[src/rtl/eaf_pkg.sv]
// rtl/eaf_pkg.sv - shared types and default parameters for the eviction address filter controller
package eaf_pkg;

    localparam int EAF_ADDR_W_DEF   = 32;
    localparam int EAF_CAPACITY_DEF = 64;
    localparam int EAF_TIMEOUT_DEF  = 16;

    typedef enum logic [1:0] {
        ST_IDLE   = 2'd0,
        ST_TEST   = 2'd1,
        ST_INSERT = 2'd2,
        ST_CLEAR  = 2'd3
    } eaf_ctrl_state_t;

    // One-hot grant encoding shared by the arbiter and the controller
    localparam logic [1:0] GNT_NONE = 2'b00;
    localparam logic [1:0] GNT_TEST = 2'b01;
    localparam logic [1:0] GNT_INS  = 2'b10;

endpackage

[src/rtl/eaf_ctrl_if.sv]
// rtl/eaf_ctrl_if.sv - command/response bus between the controller and the filter array
interface eaf_ctrl_if
    import eaf_pkg::*;
#(
    parameter int ADDR_W = EAF_ADDR_W_DEF
) ();

    logic [ADDR_W-1:0] eaf_addr_o;
    logic              eaf_test_o;
    logic              eaf_insert_o;
    logic              eaf_clear_o;
    logic              eaf_resp_i;
    logic              eaf_exists_i;

    modport master (
        output eaf_addr_o,
        output eaf_test_o,
        output eaf_insert_o,
        output eaf_clear_o,
        input  eaf_resp_i,
        input  eaf_exists_i
    );

    modport slave (
        input  eaf_addr_o,
        input  eaf_test_o,
        input  eaf_insert_o,
        input  eaf_clear_o,
        output eaf_resp_i,
        output eaf_exists_i
    );

endinterface

[src/rtl/eaf_rr_arb.sv]
// rtl/eaf_rr_arb.sv - two-way round-robin arbiter between filter test and insert requests
module eaf_rr_arb
    import eaf_pkg::*;
(
    input  logic       clk,
    input  logic       rst,
    input  logic       req_test_i,
    input  logic       req_ins_i,
    input  logic       en_i,
    output logic [1:0] gnt_o
);

    logic last_ins_q;
    logic last_ins_d;

    always_comb begin
        gnt_o      = GNT_NONE;
        last_ins_d = last_ins_q;
        if (en_i) begin
            if (req_test_i && req_ins_i) begin
                gnt_o = last_ins_q ? GNT_TEST : GNT_INS;
            end else if (req_test_i) begin
                gnt_o = GNT_TEST;
            end else if (req_ins_i) begin
                gnt_o = GNT_INS;
            end
        end
        if (gnt_o != GNT_NONE) begin
            last_ins_d = gnt_o[1];
        end
    end

    // Reset as if insert had won last, so a test wins the first tie
    always_ff @(posedge clk) begin
        if (!rst) begin
            last_ins_q <= 1'b1;
        end else begin
            last_ins_q <= last_ins_d;
        end
    end

endmodule

[src/rtl/eaf_ctrl.sv]
// rtl/eaf_ctrl.sv - sequences L1 test/insert requests onto the eviction address filter
module eaf_ctrl
    import eaf_pkg::*;
#(
    parameter int ADDR_W   = EAF_ADDR_W_DEF,
    parameter int CAPACITY = EAF_CAPACITY_DEF,
    parameter int TIMEOUT  = EAF_TIMEOUT_DEF
) (
    input  logic                            clk,
    input  logic                            rst,
    input  logic                            test_req_i,
    input  logic [ADDR_W-1:0]               test_addr_i,
    output logic                            test_ack_o,
    output logic                            test_hit_o,
    input  logic                            ins_req_i,
    input  logic [ADDR_W-1:0]               ins_addr_i,
    output logic                            ins_ack_o,
    eaf_ctrl_if.master                      eaf,
    output logic [$clog2(CAPACITY+1)-1:0]   ins_count_o,
    output logic                            busy_o,
    output logic                            err_o
);

    localparam int CNT_W = $clog2(CAPACITY + 1);
    localparam int WD_W  = $clog2(TIMEOUT + 1);

    eaf_ctrl_state_t   state_q, state_d;
    logic [ADDR_W-1:0] addr_q, addr_d;
    logic [CNT_W-1:0]  cnt_q, cnt_d;
    logic [WD_W-1:0]   wd_q, wd_d;
    logic              err_q, err_d;
    logic              test_q, test_d;
    logic              ins_q, ins_d;
    logic              clr_q, clr_d;
    logic [1:0]        gnt;
    logic              arb_en;
    logic              wd_expire;

    assign arb_en = (state_q == ST_IDLE);

    eaf_rr_arb u_arb (
        .clk        (clk),
        .rst        (rst),
        .req_test_i (test_req_i),
        .req_ins_i  (ins_req_i),
        .en_i       (arb_en),
        .gnt_o      (gnt)
    );

    // wd_q holds the number of command cycles already spent without a response
    assign wd_expire = (wd_q == WD_W'(TIMEOUT - 1));

    always_comb begin
        state_d    = state_q;
        addr_d     = addr_q;
        cnt_d      = cnt_q;
        wd_d       = wd_q;
        err_d      = err_q;
        test_ack_o = 1'b0;
        test_hit_o = 1'b0;
        ins_ack_o  = 1'b0;

        case (state_q)
            ST_IDLE: begin
                wd_d = '0;
                if (gnt == GNT_TEST) begin
                    state_d = ST_TEST;
                    addr_d  = test_addr_i;
                end else if (gnt == GNT_INS) begin
                    state_d = ST_INSERT;
                    addr_d  = ins_addr_i;
                end
            end
            ST_TEST: begin
                if (eaf.eaf_resp_i) begin
                    test_ack_o = 1'b1;
                    test_hit_o = eaf.eaf_exists_i;
                    state_d    = ST_IDLE;
                end else if (wd_expire) begin
                    test_ack_o = 1'b1;
                    err_d      = 1'b1;
                    state_d    = ST_IDLE;
                end else begin
                    wd_d = wd_q + 1'b1;
                end
            end
            ST_INSERT: begin
                if (eaf.eaf_resp_i) begin
                    ins_ack_o = 1'b1;
                    cnt_d     = cnt_q + 1'b1;
                    state_d   = (cnt_q + 1'b1 == CNT_W'(CAPACITY)) ? ST_CLEAR : ST_IDLE;
                end else if (wd_expire) begin
                    ins_ack_o = 1'b1;
                    err_d     = 1'b1;
                    state_d   = ST_IDLE;
                end else begin
                    wd_d = wd_q + 1'b1;
                end
            end
            ST_CLEAR: begin
                cnt_d   = '0;
                state_d = ST_IDLE;
            end
            default: begin
                state_d = ST_IDLE;
            end
        endcase

        // A command cut short by reset must never be acknowledged
        if (!rst) begin
            test_ack_o = 1'b0;
            test_hit_o = 1'b0;
            ins_ack_o  = 1'b0;
        end

        test_d = (state_d == ST_TEST);
        ins_d  = (state_d == ST_INSERT);
        clr_d  = (state_d == ST_CLEAR);
    end

    always_ff @(posedge clk) begin
        if (!rst) begin
            state_q <= ST_IDLE;
            addr_q  <= '0;
            cnt_q   <= '0;
            wd_q    <= '0;
            err_q   <= 1'b0;
            test_q  <= 1'b0;
            ins_q   <= 1'b0;
            clr_q   <= 1'b0;
        end else begin
            state_q <= state_d;
            addr_q  <= addr_d;
            cnt_q   <= cnt_d;
            wd_q    <= wd_d;
            err_q   <= err_d;
            test_q  <= test_d;
            ins_q   <= ins_d;
            clr_q   <= clr_d;
        end
    end

    assign eaf.eaf_addr_o   = addr_q;
    assign eaf.eaf_test_o   = test_q;
    assign eaf.eaf_insert_o = ins_q;
    assign eaf.eaf_clear_o  = clr_q;
    assign ins_count_o      = cnt_q;
    assign busy_o           = (state_q != ST_IDLE);
    assign err_o            = err_q;

endmodule

[src/flat_wrapper.sv]
// flat-port wrapper written by rule: the top's interface ports become plain ports
module eaf_ctrl_flat import eaf_pkg::*;
#(
    parameter int ADDR_W   = EAF_ADDR_W_DEF,
    parameter int CAPACITY = EAF_CAPACITY_DEF,
    parameter int TIMEOUT  = EAF_TIMEOUT_DEF
)
  (clk, rst, test_req_i, test_addr_i, test_ack_o, test_hit_o, ins_req_i, ins_addr_i, ins_ack_o, ins_count_o, busy_o, err_o, eaf_eaf_addr_o, eaf_eaf_test_o, eaf_eaf_insert_o, eaf_eaf_clear_o, eaf_eaf_resp_i, eaf_eaf_exists_i);
  eaf_ctrl_if #(.ADDR_W(ADDR_W)) eaf_i ();
  input  logic clk;
  input  logic rst;
  input  logic test_req_i;
  input  logic [ADDR_W-1:0] test_addr_i;
  output logic test_ack_o;
  output logic test_hit_o;
  input  logic ins_req_i;
  input  logic [ADDR_W-1:0] ins_addr_i;
  output logic ins_ack_o;
  output logic [$clog2(CAPACITY+1)-1:0] ins_count_o;
  output logic busy_o;
  output logic err_o;
  output wire logic [$bits(eaf_i.eaf_addr_o)-1:0] eaf_eaf_addr_o;
  output wire logic [$bits(eaf_i.eaf_test_o)-1:0] eaf_eaf_test_o;
  output wire logic [$bits(eaf_i.eaf_insert_o)-1:0] eaf_eaf_insert_o;
  output wire logic [$bits(eaf_i.eaf_clear_o)-1:0] eaf_eaf_clear_o;
  input wire logic [$bits(eaf_i.eaf_resp_i)-1:0] eaf_eaf_resp_i;
  input wire logic [$bits(eaf_i.eaf_exists_i)-1:0] eaf_eaf_exists_i;
  assign eaf_eaf_addr_o = eaf_i.eaf_addr_o;
  assign eaf_eaf_test_o = eaf_i.eaf_test_o;
  assign eaf_eaf_insert_o = eaf_i.eaf_insert_o;
  assign eaf_eaf_clear_o = eaf_i.eaf_clear_o;
  assign eaf_i.eaf_resp_i = eaf_eaf_resp_i;
  assign eaf_i.eaf_exists_i = eaf_eaf_exists_i;
  eaf_ctrl #(.ADDR_W(ADDR_W), .CAPACITY(CAPACITY), .TIMEOUT(TIMEOUT)) u_core (.clk(clk), .rst(rst), .test_req_i(test_req_i), .test_addr_i(test_addr_i), .test_ack_o(test_ack_o), .test_hit_o(test_hit_o), .ins_req_i(ins_req_i), .ins_addr_i(ins_addr_i), .ins_ack_o(ins_ack_o), .eaf(eaf_i), .ins_count_o(ins_count_o), .busy_o(busy_o), .err_o(err_o));
endmodule
[config.mk]
export PLATFORM = sky130hd
export DESIGN_NAME = eaf_ctrl_flat
export DESIGN_NICKNAME = d
export VERILOG_FILES = /design/src/rtl/eaf_pkg.sv /design/src/rtl/eaf_ctrl_if.sv /design/src/rtl/eaf_rr_arb.sv /design/src/rtl/eaf_ctrl.sv /design/src/flat_wrapper.sv
export SDC_FILE = /design/constraint.sdc
export NUM_CORES = 1
export LEC_CHECK = 0
export ABC_AREA = 1
export ABC_CLOCK_PERIOD_IN_PS = 5600
export CORE_ASPECT_RATIO = 0.9
export CORE_UTILIZATION = 40
export DETAILED_ROUTE_END_ITERATION = 10
export PLACE_DENSITY = 0.77
export SLEW_MARGIN = 20
export SYNTH_ARGS = -nofsm -noshare
export SYNTH_HDL_FRONTEND = slang
export SYNTH_SLANG_ARGS = --single-unit
[constraint.sdc]
create_clock -name clk -period 5.6 [get_ports clk]
set_clock_uncertainty 0.15 [all_clocks]
set_input_delay 1.12 -clock clk [delete_from_list [all_inputs] [get_ports clk]]
set_output_delay 1.12 -clock clk [all_outputs]
set_load 0.02 [all_outputs]
==> out/metrics.yaml, run 1 <==
floorplanning:
  coreArea_um2: 6216
  die_h_um: 78.89
  die_x_um: 87.43
  ioPinCount: 117
  die_area_um2: 6897
  start_util_pct: 42.27
  rows: 27
clock_tree:
  post_cts_resized: 0
  htreeDepth: 2
  hold_buffers: 0
  clock-root-buffer: "clkbuf_8"
  clockBufferDepth: 2
  clock_latency_ns: 0.30
  numCtsBuffers: 5
  clk_pin_slew_ns: 0.08
  cts_tree: "yes"
  clkSinkCount: 51
  cts_setup_buffers: 0
layout:
  nNetsFinal: 568
  drive_gt1_share_pct: 3.292
  nFillCells: 578
  instances_no_fill: 573
  syn2layout_area_growth_pct: 49.90
  diodes: 0
  postLayoutCoreUtil_pct: 63.37
placement:
  placedCellCount: 566
  port_buffers: 116
  dp_hpwl_um: 4927
  routabilityCongestion: 0.8353
  place_ws_ns: 1.303
logic_synthesis:
  synth.yosys.seq_area_share_pct: 38.86
  avgSynthCellArea_um2: 6.915
  synth_top_area_cell: "dfxtp_1"
  yosys.area_share.simple_pct: 28.86
  syn-num-nets: 462
  yosysWarnings: 0
  ys_top_cells_by_area: "dfxtp_1 (39%), nand2_1 (15%), o211ai_1 (9.1%)"
  synth_top_area_share_pct: 38.86
  synth_mux_area_share_pct: 0
  synthAdderAreaFrac_pct: 5.714
  yosys_register_bits: 51
  synth_compound_area_share_pct: 14.33
  synth_cell_types: 28
  syn_area_um2: 2628
  syn_inst: 380
  synth-xor-area-share_pct: 0.3333
  synth_top_family_by_area: "simple AND/OR/NAND/NOR gates"
setup_path:
  cpMostUsedCell: "clkdlybuf4s50_1"
  worst_path_largest_cell_delay_ns: 0.61
  worstSetupPathType: "in -> out"
  critical_path_peak_fanout: 38
  arrival_ns: 2.99
  end_kind: "output port"
  critPathLaunchType: "input port"
  cpMaxStageDelayCell: "clkdlybuf4s50_1"
  worstPathRequired_ns: 4.33
  path_cells: "clkdlybuf4s50_1, buf_4, inv_1, nor2_1, clkdlybuf4s50_1"
timing:
  clock.fmax_ghz: 0.2348
  hold_violations: 0
  grt_setup_unrepaired: "no"
  slew_viol_final: 0
  finalCritPeriodShare_pct: 76.07
  hold-worst-slack_ns: 0.3305
  worstMarginPinSlew_ns: 0.9786
  setup-tns-final_ns: 0
  fin_ws_ns: 1.340
  fin_crit_ns: 4.260
  setup_viol: 0
  slew_headroom_pct: 34.69
route:
  drt_wl_total_um: 6792
  dr_total_vias: 2725
  wl_per_cell_um: 11.85
  viasPerCell: 4.756
  dr.pass1.iters: 4
  drt-initial-drc-count: 113
  drc: 0
  ant_nets: 0
power_and_ir_drop:
  combPwrFrac_pct: 53.6
  pwr_density_cell_nw_per_um2: 441.6
  clkPwrFrac_pct: 14.3
  p_sw_share_pct: 41.87
  p_int_mw: 1.011
  max-vdd-ir-drop_mv: 0.2271
  seqPwrFrac_pct: 32.2
  power_switching_mw: 0.7283
  leakage_nw: 1.766
run_status:
  status: "finished, final reports clean"
global_routing:
  grt_antenna_before_repair: 0
  grtUsageMet3_pct: 7.484
  grt_max_degree: 65
  track_usage_pct: 20.99
  grt_pass1_wl_um: 11410
  grt_remaining_overflow: 0
  met1_usage_pct: 26.15
  grt_pass1_vias: 2534
  grt.met2_usage_pct: 34.30
  busiest_layer: "met2"
flow_run:
  drv_cap: 0
hold_path:
  hp-class: "reg -> reg"
## metrics by stage
stage	total power, mW	cell area (um2)
global route	1.873	3939
CTS	1.757	3939
finish	1.739	3939
detailed placement	1.497	3836
floorplan	1.124	2628
global placement	1.484	3836
## sequential cells by signal (all words and copies together) (netlist names)
name and flops:
u_core.eaf.eaf_addr_o 32, u_core.eaf.eaf_clear_o 1, u_core.eaf.eaf_insert_o 1, u_core.eaf.eaf_test_o 1, u_core.err_o 1, u_core.ins_count_o 7
u_core.state_q 2, u_core.u_arb.last_ins_q 1, u_core.wd_q 5
## cell type report
type                            count  area [um2]  area share [%]
Clock buffer                        6       72.57           1.842
Sequential cell                    51        1021           25.92
Timing Repair Buffer              118        1176           29.86
Inverter                           63       236.5           6.004
Multi-Input combinational cell    247        1294           32.85
Clock inverter                      1       30.03          0.7624
Tap cell                           87       108.9           2.764
## power groups by stage
stage,Sequential (mW),Combinational [mW],Clock [mW]
2_1_floorplan,0.689,0.435,0
3_3_place_gp,0.562,0.922,0
3_5_place_dp,0.560,0.937,0
4_1_cts,0.560,0.941,0.256
5_1_grt,0.575,1.03,0.268
6_report,0.559,0.932,0.248
## synthesized netlist by cell type
| cell | instances |
|---|---|
| o21bai_1 | 1 |
| inv_1 | 61 |
| nand4_1 | 2 |
| buf_4 | 1 |
| nor2_1 | 21 |
| nand3_1 | 40 |
| a221oi_1 | 1 |
| a21oi_1 | 12 |
| a41oi_1 | 1 |
| o211ai_1 | 32 |
| and3_1 | 1 |
| nor3_1 | 7 |
| nand2_1 | 103 |
| buf_1 | 4 |
| clkbuf_1 | 13 |
| inv_2 | 2 |
| dfxtp_1 | 51 |
| o21a_1 | 1 |
| o21ai_1 | 2 |
| nand3_2 | 2 |
| a211oi_1 | 1 |
| buf_2 | 1 |
| xnor2_1 | 1 |
| nand2_2 | 2 |
| o21bai_2 | 1 |
| ha_1 | 12 |
| nor2_2 | 1 |
| o21ai_0 | 3 |
## worst paths after layout
kind	startpoint	slack, ns	cells after the start	endpoint
worst min register to register	u_core.err_o	0.33	1	u_core.err_o
worst max-delay path	rst	1.34	5	test_hit_o
worst min-delay path	u_core.err_o	0.33	1	u_core.err_o
worst max register to register	u_core.state_q[1]	2.62	11	u_core.eaf.eaf_insert_o
## kinds of logic (layout without fill, tap and decap cells)
| group | count (synthesis) | count (layout) |
|---|---|---|
| AOI/OAI and AO/OA | 55 | 55 |
| xor gates and xnor gates | 1 | 1 |
| adders and majority gates | 12 | 12 |
| buffers and inverters | 82 | 188 |
| DFF | 51 | 51 |
| and+or+nand+nor | 179 | 179 |
## routing by layer
layer,routed length [um],vias up
met1,2991,1209
met2,3230,81
met4,63,0
met3,508,7
li1,-,1428
met5,0,-
## cells in the final DEF (no fill, tap or decap)
| cell | synthesis | routed |
|---|---|---|
| clkbuf_8 | 0 | 5 |
| nor2_2 | 1 | 1 |
| nor3_1 | 7 | 7 |
| clkbuf_1 | 13 | 1 |
| nand2_1 | 103 | 103 |
| and3_1 | 1 | 1 |
| o21ai_0 | 3 | 3 |
| buf_4 | 1 | 2 |
| o211ai_1 | 32 | 32 |
| o21bai_1 | 1 | 1 |
| bufinv_16 | 0 | 1 |
| ha_1 | 12 | 12 |
| a211oi_1 | 1 | 1 |
| nand3_2 | 2 | 2 |
| inv_1 | 61 | 61 |
| nand2_2 | 2 | 2 |
| nor2_1 | 21 | 21 |
| dfxtp_1 | 51 | 51 |
| a221oi_1 | 1 | 1 |
| xnor2_1 | 1 | 1 |
| o21ai_1 | 2 | 2 |
| nand3_1 | 40 | 40 |
| inv_2 | 2 | 2 |
| a21oi_1 | 12 | 12 |
| a41oi_1 | 1 | 1 |
| clkdlybuf4s50_1 | 0 | 116 |
| nand4_1 | 2 | 2 |
| o21a_1 | 1 | 1 |
| o21bai_2 | 1 | 1 |
## worst max-delay path, delay by kind of cell
kind / cells / cell delay, ns
and+or+nand+nor: 1 / 0.16
buffers and inverters: 4 / 1.70
Note: power is estimated with default switching activity, not from simulation.
==> run 2: changes to the inputs <==
Settings changed: ABC_CLOCK_PERIOD_IN_PS 5600 to 4130.
Clock period 5.6 ns to 4.13 ns, I/O delays scaled along.
==> out/metrics.yaml, run 2 (same netlist as run 1, synthesis figures left out) <==
clock_tree:
  htreeDepth: 2
  cts_tree: "yes"
  clk_pin_slew_ns: 0.09
  clockBufferDepth: 2
  hold_buffers: 0
  cts_setup_buffers: 0
  clock-root-buffer: "clkbuf_8"
  post_cts_resized: 0
  clock_latency_ns: 0.30
  numCtsBuffers: 5
  clkSinkCount: 51
setup_path:
  worstSetupPathType: "in -> out"
  worstPathRequired_ns: 3.15
  crit_path_start: "rst"
  end_kind: "output port"
  critPathLaunchType: "input port"
  r2r_start: "u_core.state_q[1]"
  critical_path_peak_fanout: 11
  arrival_ns: 2.32
power_and_ir_drop:
  leakage_nw: 1.769
  pwr_density_cell_nw_per_um2: 589.7
  finalPower_mw: 2.329
  max-vdd-ir-drop_mv: 0.3136
layout:
  diodes: 0
  syn2layout_area_growth_pct: 50.29
  drive_gt1_share_pct: 3.885
  nNetsFinal: 570
  largest_reg_flops: 32
  postLayoutCoreUtil_pct: 63.53
  instances_no_fill: 576
  layout_common_cells: "clkdlybuf4s50_1 (116), nand2_1 (103), inv_1 (61), dfxtp_1 (51), nand3_1 (40)"
  nFillCells: 602
  multi_input_area_um2: 1294
  regArea_um2: 1021
  layout_commonest_cell: "clkdlybuf4s50_1"
route:
  dr.pass1.iters: 4
  drt-initial-drc-count: 69
  drt_wl_total_um: 6813
  wl_per_cell_um: 11.83
  viasPerCell: 4.783
  ant_nets: 0
  drc: 0
  dr_total_vias: 2755
placement:
  dp_hpwl_um: 5093
  placedCellCount: 568
  routabilityCongestion: 0.8484
  port_buffers: 116
floorplanning:
  die_area_um2: 6897
  die_x_um: 87.43
  coreArea_um2: 6216
  start_util_pct: 42.27
  rows: 27
  ioPinCount: 117
  die_h_um: 78.89
hold_path:
  hp-class: "reg -> reg"
  worstHoldStart: "u_core.err_o"
global_routing:
  grt_remaining_overflow: 0
  track_usage_pct: 21.45
  grt_pass1_wl_um: 11630
  grt_max_degree: 36
  grt_antenna_before_repair: 0
  grt_pass1_vias: 2622
timing:
  clock.fmax_ghz: 0.3034
  setup_viol: 0
  fin_crit_ns: 3.296
  slew_headroom_pct: 61.66
  hold-worst-slack_ns: 0.3332
  finalCritPeriodShare_pct: 79.80
  grt_setup_unrepaired: "no"
  setup-tns-final_ns: 0
  hold_violations: 0
  worstMarginPinSlew_ns: 0.5743
  slew_viol_final: 0
run_status:
  status: "finished, final reports clean"
flow_run:
  drv_cap: 0
-- run 2: cell count changes in the layout (fill, tap and decap cells not counted) --
cell        before  now
clkinv_2         0    1
bufinv_16        1    0
buf_4            2    3
buf_12           0    1
clkinvlp_4       0    1
-- run 2: routing by layer --
metal / routed length (um) / up-vias / GRT usage (%)
met5: 0 / - / 0
met4: 76 / 0 / 6.230
met3: 530 / 6 / 7.380
met2: 3172 / 80 / 37.11
met1: 3033 / 1231 / 24.92
li1: - / 1438 / -
-- run 2: final timing paths --
kind | to | slack (ns) | cells past startpoint
hold / removal | u_core.err_o | 0.33 | 1
setup / recovery | test_hit_o | 0.83 | 4
hold reg to reg | u_core.err_o | 0.33 | 1
setup reg to reg | u_core.eaf.eaf_addr_o[15] | 1.41 | 11
-- run 2: power by group --
group	leakage, nW	internal [mW]	switching (mW)	total [mW]
clock network	0.0412	0.119	0.161	0.280
logic	1.31	0.558	0.735	1.29
registers	0.419	0.660	0.0961	0.756
total	1.77	1.34	0.992	2.33
-- run 2: critical path: stages --
cell and delay (ns):
clkdlybuf4s50_1 0.54, inv_1 0.21, nor2_1 0.14, clkdlybuf4s50_1 0.60
-- run 2: per-stage QoR --
| stage | setup WS, ns | instance area [um2] |
|---|---|---|
| 2_1_floorplan | 1.792 | 2628 |
| 3_3_place_gp | 0.8655 | 3864 |
| 3_5_place_dp | 0.8342 | 3864 |
| 4_1_cts | 0.8232 | 3949 |
| 5_1_grt | 0.7155 | 3949 |
| 6_report | 0.8344 | 3949 |
-- run 2: cell type report --
class,count,area share (%)
Clock buffer,6,1.838
Clock inverter,2,0.3169
Inverter,63,5.989
Multi-Input combinational cell,247,32.76
Sequential cell,51,25.86
Tap cell,87,2.757
Timing Repair Buffer,120,30.48
==> run 3: changes to the inputs <==
Settings changed: ABC_CLOCK_PERIOD_IN_PS 4130 to 3010, CORE_UTILIZATION 40 to 38.
Clock period 4.13 ns to 3.01 ns, I/O delays scaled along.
==> out/metrics.yaml, run 3 (same netlist as run 1, synthesis figures left out) <==
run_status:
  status: "finished, final reports clean"
placement:
  dp_hpwl_um: 5256
  routabilityCongestion: 0.8249
  port_buffers: 116
timing:
  slew_viol_final: 0
  setup-tns-final_ns: 0
  clock.fmax_ghz: 0.3555
  finalCritPeriodShare_pct: 93.45
  hold_violations: 0
  fin_crit_ns: 2.813
  grt_setup_unrepaired: "no"
  slew_headroom_pct: 65.67
  setup_viol: 0
  worstMarginPinSlew_ns: 0.5115
layout:
  nNetsFinal: 573
  layout_common_cells: "clkdlybuf4s50_1 (115), nand2_1 (103), inv_1 (61), dfxtp_1 (51), nand3_1 (40)"
  nFillCells: 585
  postLayoutCoreUtil_pct: 60.56
  largest_reg_flops: 32
  layout_commonest_cell: "clkdlybuf4s50_1"
  drive_gt1_share_pct: 4.675
  diodes: 0
  syn2layout_area_growth_pct: 52.62
hold_path:
  hp-class: "reg -> reg"
setup_path:
  critical_path_peak_fanout: 3
  arrival_ns: 2.06
  critPathLaunchType: "register"
  critPathBufInv: 2
  worstSetupPathType: "reg -> out"
  worstPathRequired_ns: 2.26
  crit_family: "buffers and inverters"
  worst_path_largest_cell_delay_ns: 0.60
  cpMaxStageDelayCell: "clkdlybuf4s50_1"
  path_cells: "ha_1, inv_1, nor3_1, ha_1, nor2_1, nor2_1, clkdlybuf4s50_1"
  end_kind: "output port"
clock_tree:
  clkSinkCount: 51
  hold_buffers: 0
  clockBufferDepth: 2
  clock_latency_ns: 0.31
  htreeDepth: 2
  cts_tree: "yes"
  clk_pin_slew_ns: 0.09
  numCtsBuffers: 5
  clock-root-buffer: "clkbuf_8"
floorplanning:
  coreArea_um2: 6621
  rows: 28
  die_x_um: 89.65
  die_area_um2: 7251
  die_h_um: 80.89
  ioPinCount: 117
  start_util_pct: 39.68
route:
  dr.pass1.iters: 6
  ant_nets: 0
  wl_per_cell_um: 12.00
  drc: 0
  viasPerCell: 4.777
  drt-initial-drc-count: 124
  drt_wl_total_um: 6985
  dr_total_vias: 2780
power_and_ir_drop:
  pwr_density_cell_nw_per_um2: 827.0
  leakage_nw: 1.821
  max-vdd-ir-drop_mv: 0.4370
global_routing:
  grt_pass1_vias: 2591
  track_usage_pct: 20.21
  grt_max_degree: 65
  grt_pass1_wl_um: 11280
  grt_antenna_before_repair: 0
  grt_remaining_overflow: 0
flow_run:
  drv_cap: 0
-- run 3: worst paths after layout --
check / startpoint / to / slack, ns / depth (start not counted)
max: u_core.wd_q[0] / test_ack_o / 0.20 / 7
min: u_core.err_o / u_core.err_o / 0.33 / 1
max reg2reg: u_core.state_q[0] / u_core.eaf.eaf_addr_o[1] / 0.77 / 11
min reg2reg: u_core.err_o / u_core.err_o / 0.33 / 1
-- run 3: worst register-to-register path, cell delays in order (launching register included) --
cell      delay (ns)
dfxtp_1         0.36
inv_1           0.15
ha_1            0.26
and3_1          0.20
inv_1           0.06
ha_1            0.26
nand2_1         0.06
inv_2           0.07
buf_12          0.22
nand3_1         0.17
o211ai_1        0.11
inv_1           0.06
-- run 3: layout make-up --
type / instances / area (um2) / share of cell area (%)
Clock buffer: 6 / 82.58 / 2.059
Timing Repair Buffer: 123 / 1229 / 30.64
Inverter: 63 / 236.5 / 5.897
Multi-Input combinational cell: 247 / 1294 / 32.26
Clock inverter: 2 / 35.03 / 0.8736
Tap cell: 90 / 112.6 / 2.808
Sequential cell: 51 / 1021 / 25.46
-- run 3: layer usage --
metal,global-route usage [%],wire length [um],up-vias
li1,-,-,1443
met1,21.74,2952,1237
met2,35.23,3343,90
met3,9.146,602,10
met4,6.349,87,0
met5,0,0,-
-- run 3: timing repair --
action,CTS,global route
gates resized for setup,0,1
endpoints found under the setup margin,0,1
buffers inserted,0,0
-- run 3: stage by stage --
stage	hold slack (ns)	cell area [um2]	std cells	total power [mW]	setup WS, ns
2_1_floorplan	0.3073	2628	380	2.090	0.9677
3_3_place_gp	0.3062	3890	574	2.810	0.3385
3_5_place_dp	0.3066	3890	574	2.854	0.2924
4_1_cts	0.3400	4008	582	3.363	0.1631
5_1_grt	0.3672	4010	582	3.581	0.02436
6_report	0.3312	4010	582	3.316	0.1972
-- run 3: report_power, final --
part           switching, mW  leakage (nW)  total (mW)  internal, mW
logic                   1.01          1.34        1.78         0.775
clock network          0.227        0.0612       0.496         0.269
registers              0.131         0.419        1.04         0.906
